===== src/rtl/rf_wb_arbiter.sv =====
// Shares the register-file write port between pipeline writeback and the MDU,
// and tracks registers whose MDU results are still outstanding.
`ifndef XLEN
`define XLEN 32
`endif

module rf_wb_arbiter #(
    parameter int STARVE_MAX = 4,
    parameter int CNT_W      = 3
) (
    input  logic              clk_i,
    input  logic              rst_i,
    input  logic              pipe_we_i,
    input  logic [4:0]        pipe_rd_addr_i,
    input  logic [`XLEN-1:0]  pipe_rd_data_i,
    input  logic              mdu_valid_i,
    input  logic [4:0]        mdu_rd_addr_i,
    input  logic [`XLEN-1:0]  mdu_rd_data_i,
    output logic              mdu_ready_o,
    input  logic              issue_i,
    input  logic [4:0]        issue_rd_i,
    input  logic [4:0]        rs1_addr_i,
    input  logic [4:0]        rs2_addr_i,
    input  logic [4:0]        rd_addr_i,
    output logic              rs1_busy_o,
    output logic              rs2_busy_o,
    output logic              rd_busy_o,
    output logic              wb_stall_o,
    output logic              rd_we_o,
    output logic [4:0]        rd_addr_o,
    output logic [`XLEN-1:0]  rd_data_o
);

    localparam logic [CNT_W-1:0] STARVE_TOP  = CNT_W'(STARVE_MAX);
    localparam logic [CNT_W-1:0] STARVE_LAST = CNT_W'(STARVE_MAX - 1);

    logic [31:0]      busy;
    logic [31:0]      busy_next;
    logic [CNT_W-1:0] starve_cnt;
    logic             mdu_grant;
    logic             mdu_denied;

    // The pipeline has absolute priority; the MDU only gets idle cycles.
    assign mdu_grant  = mdu_valid_i & ~pipe_we_i;
    assign mdu_denied = mdu_valid_i & pipe_we_i;
    assign mdu_ready_o = mdu_grant;

    always_comb begin
        rd_we_o   = 1'b0;
        rd_addr_o = 5'd0;
        rd_data_o = '0;
        if (pipe_we_i) begin
            rd_we_o   = 1'b1;
            rd_addr_o = pipe_rd_addr_i;
            rd_data_o = pipe_rd_data_i;
        end else if (mdu_valid_i) begin
            rd_we_o   = (mdu_rd_addr_i != 5'd0);
            rd_addr_o = mdu_rd_addr_i;
            rd_data_o = mdu_rd_data_i;
        end
    end

    // Clear first, then set, so a new issue wins over a same-cycle commit.
    always_comb begin
        busy_next = busy;
        if (mdu_grant)
            busy_next[mdu_rd_addr_i] = 1'b0;
        if (issue_i && (issue_rd_i != 5'd0))
            busy_next[issue_rd_i] = 1'b1;
        busy_next[0] = 1'b0;
    end

    // A register is no longer busy in the cycle its result commits.
    always_comb begin
        rs1_busy_o = busy[rs1_addr_i] & ~(mdu_grant && (mdu_rd_addr_i == rs1_addr_i));
        rs2_busy_o = busy[rs2_addr_i] & ~(mdu_grant && (mdu_rd_addr_i == rs2_addr_i));
        rd_busy_o  = busy[rd_addr_i]  & ~(mdu_grant && (mdu_rd_addr_i == rd_addr_i));
    end

    always_ff @(posedge clk_i) begin
        if (rst_i) begin
            busy       <= '0;
            starve_cnt <= '0;
            wb_stall_o <= 1'b0;
        end else begin
            busy <= busy_next;
            if (mdu_denied) begin
                if (starve_cnt != STARVE_TOP)
                    starve_cnt <= starve_cnt + 1'b1;
                if (starve_cnt == STARVE_LAST)
                    wb_stall_o <= 1'b1;
            end else begin
                starve_cnt <= '0;
                wb_stall_o <= 1'b0;
            end
        end
    end

endmodule


===== config.mk =====
export PLATFORM = sky130hd
export DESIGN_NAME = rf_wb_arbiter
export DESIGN_NICKNAME = d
export VERILOG_FILES = /design/src/rtl/rf_wb_arbiter.sv
export SDC_FILE = /design/constraint.sdc
export NUM_CORES = 1
export LEC_CHECK = 0
export BUFFER_PORTS_ARGS = -buffer_cell sky130_fd_sc_hd__buf_2
export CAP_MARGIN = 0
export CORE_ASPECT_RATIO = 0.9
export CORE_MARGIN = 3
export CORE_UTILIZATION = 50
export DETAILED_ROUTE_END_ITERATION = 10
export PLACE_DENSITY = 0.86
export RECOVER_POWER = 25
export SLEW_MARGIN = 10
export SYNTH_ARGS = -nofsm -noshare
export SYNTH_HDL_FRONTEND = slang
export SYNTH_SLANG_ARGS = --single-unit

===== constraint.sdc =====
create_clock -name clk_i -period 2.75 [get_ports clk_i]
set_input_delay 0 -clock clk_i [delete_from_list [all_inputs] [get_ports clk_i]]
set_output_delay 0 -clock clk_i [all_outputs]
set_load 0.005 [all_outputs]

Yosys cells after proc, flatten, opt, wreduce, memory -nomap -nowiden. Cells that the tools add are included. Widths: inputs -> output; s select.

Reductions and logical operators: 9. Equal/unequal tests: 5. Bitwise gates (word level): 13. $lt $le $gt $ge: 7. Muxes and demuxes: 18. $add $sub $neg: 1.

Operators with widths (count): $mux 32 (4); $and 32x32->32 (1); $not 32->32 (1); $or 32x32->32 (1); $lt 5x6->1 const B (5); $bmux 1 s5 (3); $eq 5x5->1 (3); $demux 1 s5 (2); $ge 5x1->1 const B (2); $mux 5 (2); $reduce_bool 5->1 (2); $mux 1 (7); $logic_and 1x1->1 (6); $and 1x1->1 (5); $not 1->1 (5); $add 3x1->3 const B (1); $eq 3x2->1 const B (1); $ne 3x3->1 const B (1); $reduce_or 2->1 (1).

Bits in registers: 36. Output and inout bits: 43. Input port bits: 99.

Depth between registers and ports, before layout.
Depth in word-level cells: 9. Gate-level depth with buffers: 6. Gate-level depth less buffers: 5.

Worst setup path before layout. OpenSTA, ideal clock, no wires.

Path type: flip-flop to output port. From: register busy[22]. To: output port rd_busy_o. Slack: 1.480 ns. Cell stages (with the launch flop): 5. Required time: 2.750 ns. Path buffers: 0. Arrival: 1.270 ns. Cells stage by stage: dfxtp_1 -> mux4_1 -> mux2_2 -> a32oi_1 -> a21oi_1.

Longest elaborated chain between the ends: 3.

RTL lines: start, declared (line 37) `logic [31:0] busy;`; start signal, assigned (line 86) `busy <= busy_next;`; $bmux 1 s5 (line 77) `rd_busy_o = busy[rd_addr_i] & ~(mdu_grant && (mdu_rd_addr_i == rd_addr_i));`; $mux 1 (implied by the code) (line 77); $and 1x1->1 (line 77); end, declared (line 27) `output logic rd_busy_o,`.

No other way between the ends. The select of a mux whose other input is x is not followed.

Final worst setup path.
From: register busy[4]. To: output port rd_busy_o.

The elaborated chain is that of the path after synthesis.

==> results.tsv <==
stage	metric	value	unit
run_status	status	completed	
die	coreArea	5440	µm²
critical_path	cp.arrival	1.84	ns
critical_path	cpPeakStageDelay	0.51	ns
global_routing	grt_overflow	0	
sta	tns	0	ns
sta	slew_headroom	33.1	%
clock_tree	insertion_delay	0.29	ns
sta	maxSlewViolCount	0	
final_layout	fillers	454	
clock_tree	clk_pin_slew	0.07	ns
hold_path	whs_path_depth	3	
critical_path	r2r_cells	5	
detailed_routing	postRouteAntennaNets	0	
critical_path	critPathCapture	rd_busy_o	
die	dieArea	6750	µm²
critical_path	r2r_start	starve_cnt[0]	
die	std_cell_rows	25	
synth	syn-num-nets	438	
critical_path	rrSetupSlack	1.70	ns
global_routing	grt_pass1_wl	15000	µm
placement	place_hpwl	7690	µm
power_and_ir_drop	pwr-share-comb	27.0	%
final_layout	diodes	0	
critical_path	crit_fanout	4	
die	initial_core_util	53.3	%
clock_tree	cts_buffers	5	
sta	fmax	542	MHz
synth	yosysWarnings	0	
critical_path	startpoint	busy[4]	
placement	io_buffers	141	
synth	yosysSeqAreaShare	24.2	%
power_and_ir_drop	sw_frac_of_total	30.1	%
sta	rsz0062_at_grt	no	
sta	hold_viol_final	0	
synth	synth-edff-count	0	
sta	skew	0.000170	ns
power_and_ir_drop	p_sw	0.378	mW
sta	period_share	67.1	%
die	pin_count	142	
final_layout	finalNetCount	556	
detailed_routing	drt_iter0_drc	305	
detailed_routing	via_per_inst	6.11	
die	fp.dieW	86.3	µm
clock_tree	cts_max_path_buffers	2	
sta	worst_slew_pin_slew	1.00	ns
synth	synth_cells	336	
synth	async_flop_share	0	%
power_and_ir_drop	clockPowerShare	31.6	%
clock_tree	ctsHtreeMaxLevel	2	
synth	synth_area	2900	µm²
run	maxCapViolations	0	
clock_tree	post_cts_buffers	0	
clock_tree	holdBufCountCts	0	
final_layout	area_delta_synth_final	25.0	%
global_routing	track_usage	28.2	%
global_routing	grt_start_max_net_pins	44	
detailed_routing	wire_per_inst	19.0	µm
synth	synth_cell_types	44	
detailed_routing	drt_wl_total	9900	µm
power_and_ir_drop	powerDensity	347	nW/µm²
clock_tree	cts_root_buffer	clkbuf_8	
final_layout	drive_gt1_share	36.5	%
power_and_ir_drop	ir_worst_vdd	307	µV
critical_path	critPathCaptureType	primary output	
final_layout	mostFrequentLayoutCell	buf_2	
critical_path	crit_slowest_cell	mux4_1	
clock_tree	cts_resized	0	
hold_path	hold_path.class	input port to flop	
synth	postSynthAreaPerCell	8.63	µm²
detailed_routing	vias	3188	
die	fp.dieH	78.3	µm
critical_path	worstSetupPathType	flop to primary output	
sta	min_period	1.84	ns
critical_path	cp-start-kind	flop	
power_and_ir_drop	p_leak	1.58	nW
critical_path	crit_chain	mux4_1, or2b_1, a32oi_1, a21oi_1, buf_2	
power_and_ir_drop	internal_power	0.879	mW
power_and_ir_drop	seq_power_share	41.4	%
power_and_ir_drop	power	1.26	mW
placement	gp_congestion	0.937	
global_routing	antenna_found_initial	0	
global_routing	grt_pass1_vias	2995	
clock_tree	clock-sinks	35	
detailed_routing	drtPass1Iterations	5	
synth	ys.flop_type	dfxtp_1	
sta	setup_viol	0	
clock_tree	cts_tree	done	
critical_path	required	2.75	ns
final_layout	layout_common_cells	137 x buf_2, 47 x nand2_1, 36 x a22o_1	
detailed_routing	drc_errors	0	
critical_path	rr_endpoint	starve_cnt[0]	
synth	synth_seq_cells	35	
==> Yosys cell counts, drive strengths merged, types with 8 or more instances <==
cell / count / share of area (%)
a21oi: 35 / 6.0
a22o: 36 / 11
buf: 15 / 3.5
clkbuf: 15 / 1.9
dfxtp: 35 / 24
mux2i: 8 / 2.8
mux4: 21 / 17
nand2: 47 / 6.1
nor2: 12 / 1.6
o21ai: 35 / 6.0
xor2: 10 / 3.0
==> state kept, by name, summed over array words and instances, names as in the netlist <==
name and cells:
wb_stall_o 1, starve_cnt 3, busy 31
==> power groups by stage <==
stage	registers [mW]	logic (mW)	clock network [mW]
6_report	0.520	0.340	0.397
5_1_grt	0.521	0.369	0.424
4_1_cts	0.520	0.338	0.400
3_5_place_dp	0.532	0.337	0
3_3_place_gp	0.531	0.330	0
2_1_floorplan	0.529	0.194	0
==> cell type report <==
| cell class | instances | area [µm²] | area share [%] |
|---|---|---|---|
| Clock buffer | 6 | 82.6 | 2.28 |
| Clock inverter | 2 | 16.3 | 0.449 |
| Inverter | 6 | 22.5 | 0.621 |
| Multi-Input combinational cell | 265 | 2020 | 55.7 |
| Sequential cell | 35 | 701 | 19.3 |
| Tap cell | 67 | 83.8 | 2.31 |
| Timing Repair Buffer | 141 | 701 | 19.3 |
==> worst min-delay path by stage <==
stage | from | end | slack (ns)
final | mdu_valid_i | starve_cnt[1] | 0.13
after global placement | pipe_rd_addr_i[3] | rd_addr_o[3] | 0.28
after CTS | issue_rd_i[3] | busy[21] | 0.12
after detailed placement | pipe_rd_addr_i[4] | rd_addr_o[4] | 0.28
after global routing | mdu_valid_i | starve_cnt[1] | 0.14
after floorplan | rst_i | busy[14] | 0.07
==> per-layer routing <==
metal  part of all wire (%)  track usage [%]
met1                     40             36.1
met2                     47             45.8
met3                     11             7.45
met4                    2.3             10.1
met5                      0                0
==> cell families after synthesis <==
| logic type | count (synthesis) | synth area share, % |
|---|---|---|
| DFF | 35 | 24.2 |
| muxes | 32 | 20.9 |
| adders and majority gates | 3 | 1.29 |
| buffers and inverters | 36 | 6.25 |
| xor gates and xnor gates | 16 | 4.83 |
| AOI/OAI and AO/OA | 117 | 26.1 |
| and+or+nand+nor | 97 | 16.4 |
==> worst max-delay path: cells and delay by family (launching register included) <==
kind / cells / cell delay (ns)
flops: 1 / 0.36
mux: 1 / 0.51
compound gates: 2 / 0.31
buf+inv: 1 / 0.13
simple gates: 1 / 0.24
==> metrics by stage <==
step	hold WS [ns]	setup WS (ns)	cells	utilization, %	area (µm²)
CTS	0.118	0.907	522	66.7	3630
global placement	0.276	0.834	514	64.9	3530
global route	0.141	0.773	522	66.6	3620
finish	0.130	0.905	522	66.6	3620
floorplan	0.0691	1.48	336	-	2900
detailed placement	0.277	0.675	514	64.9	3530
(Power assumes the default switching activity.)
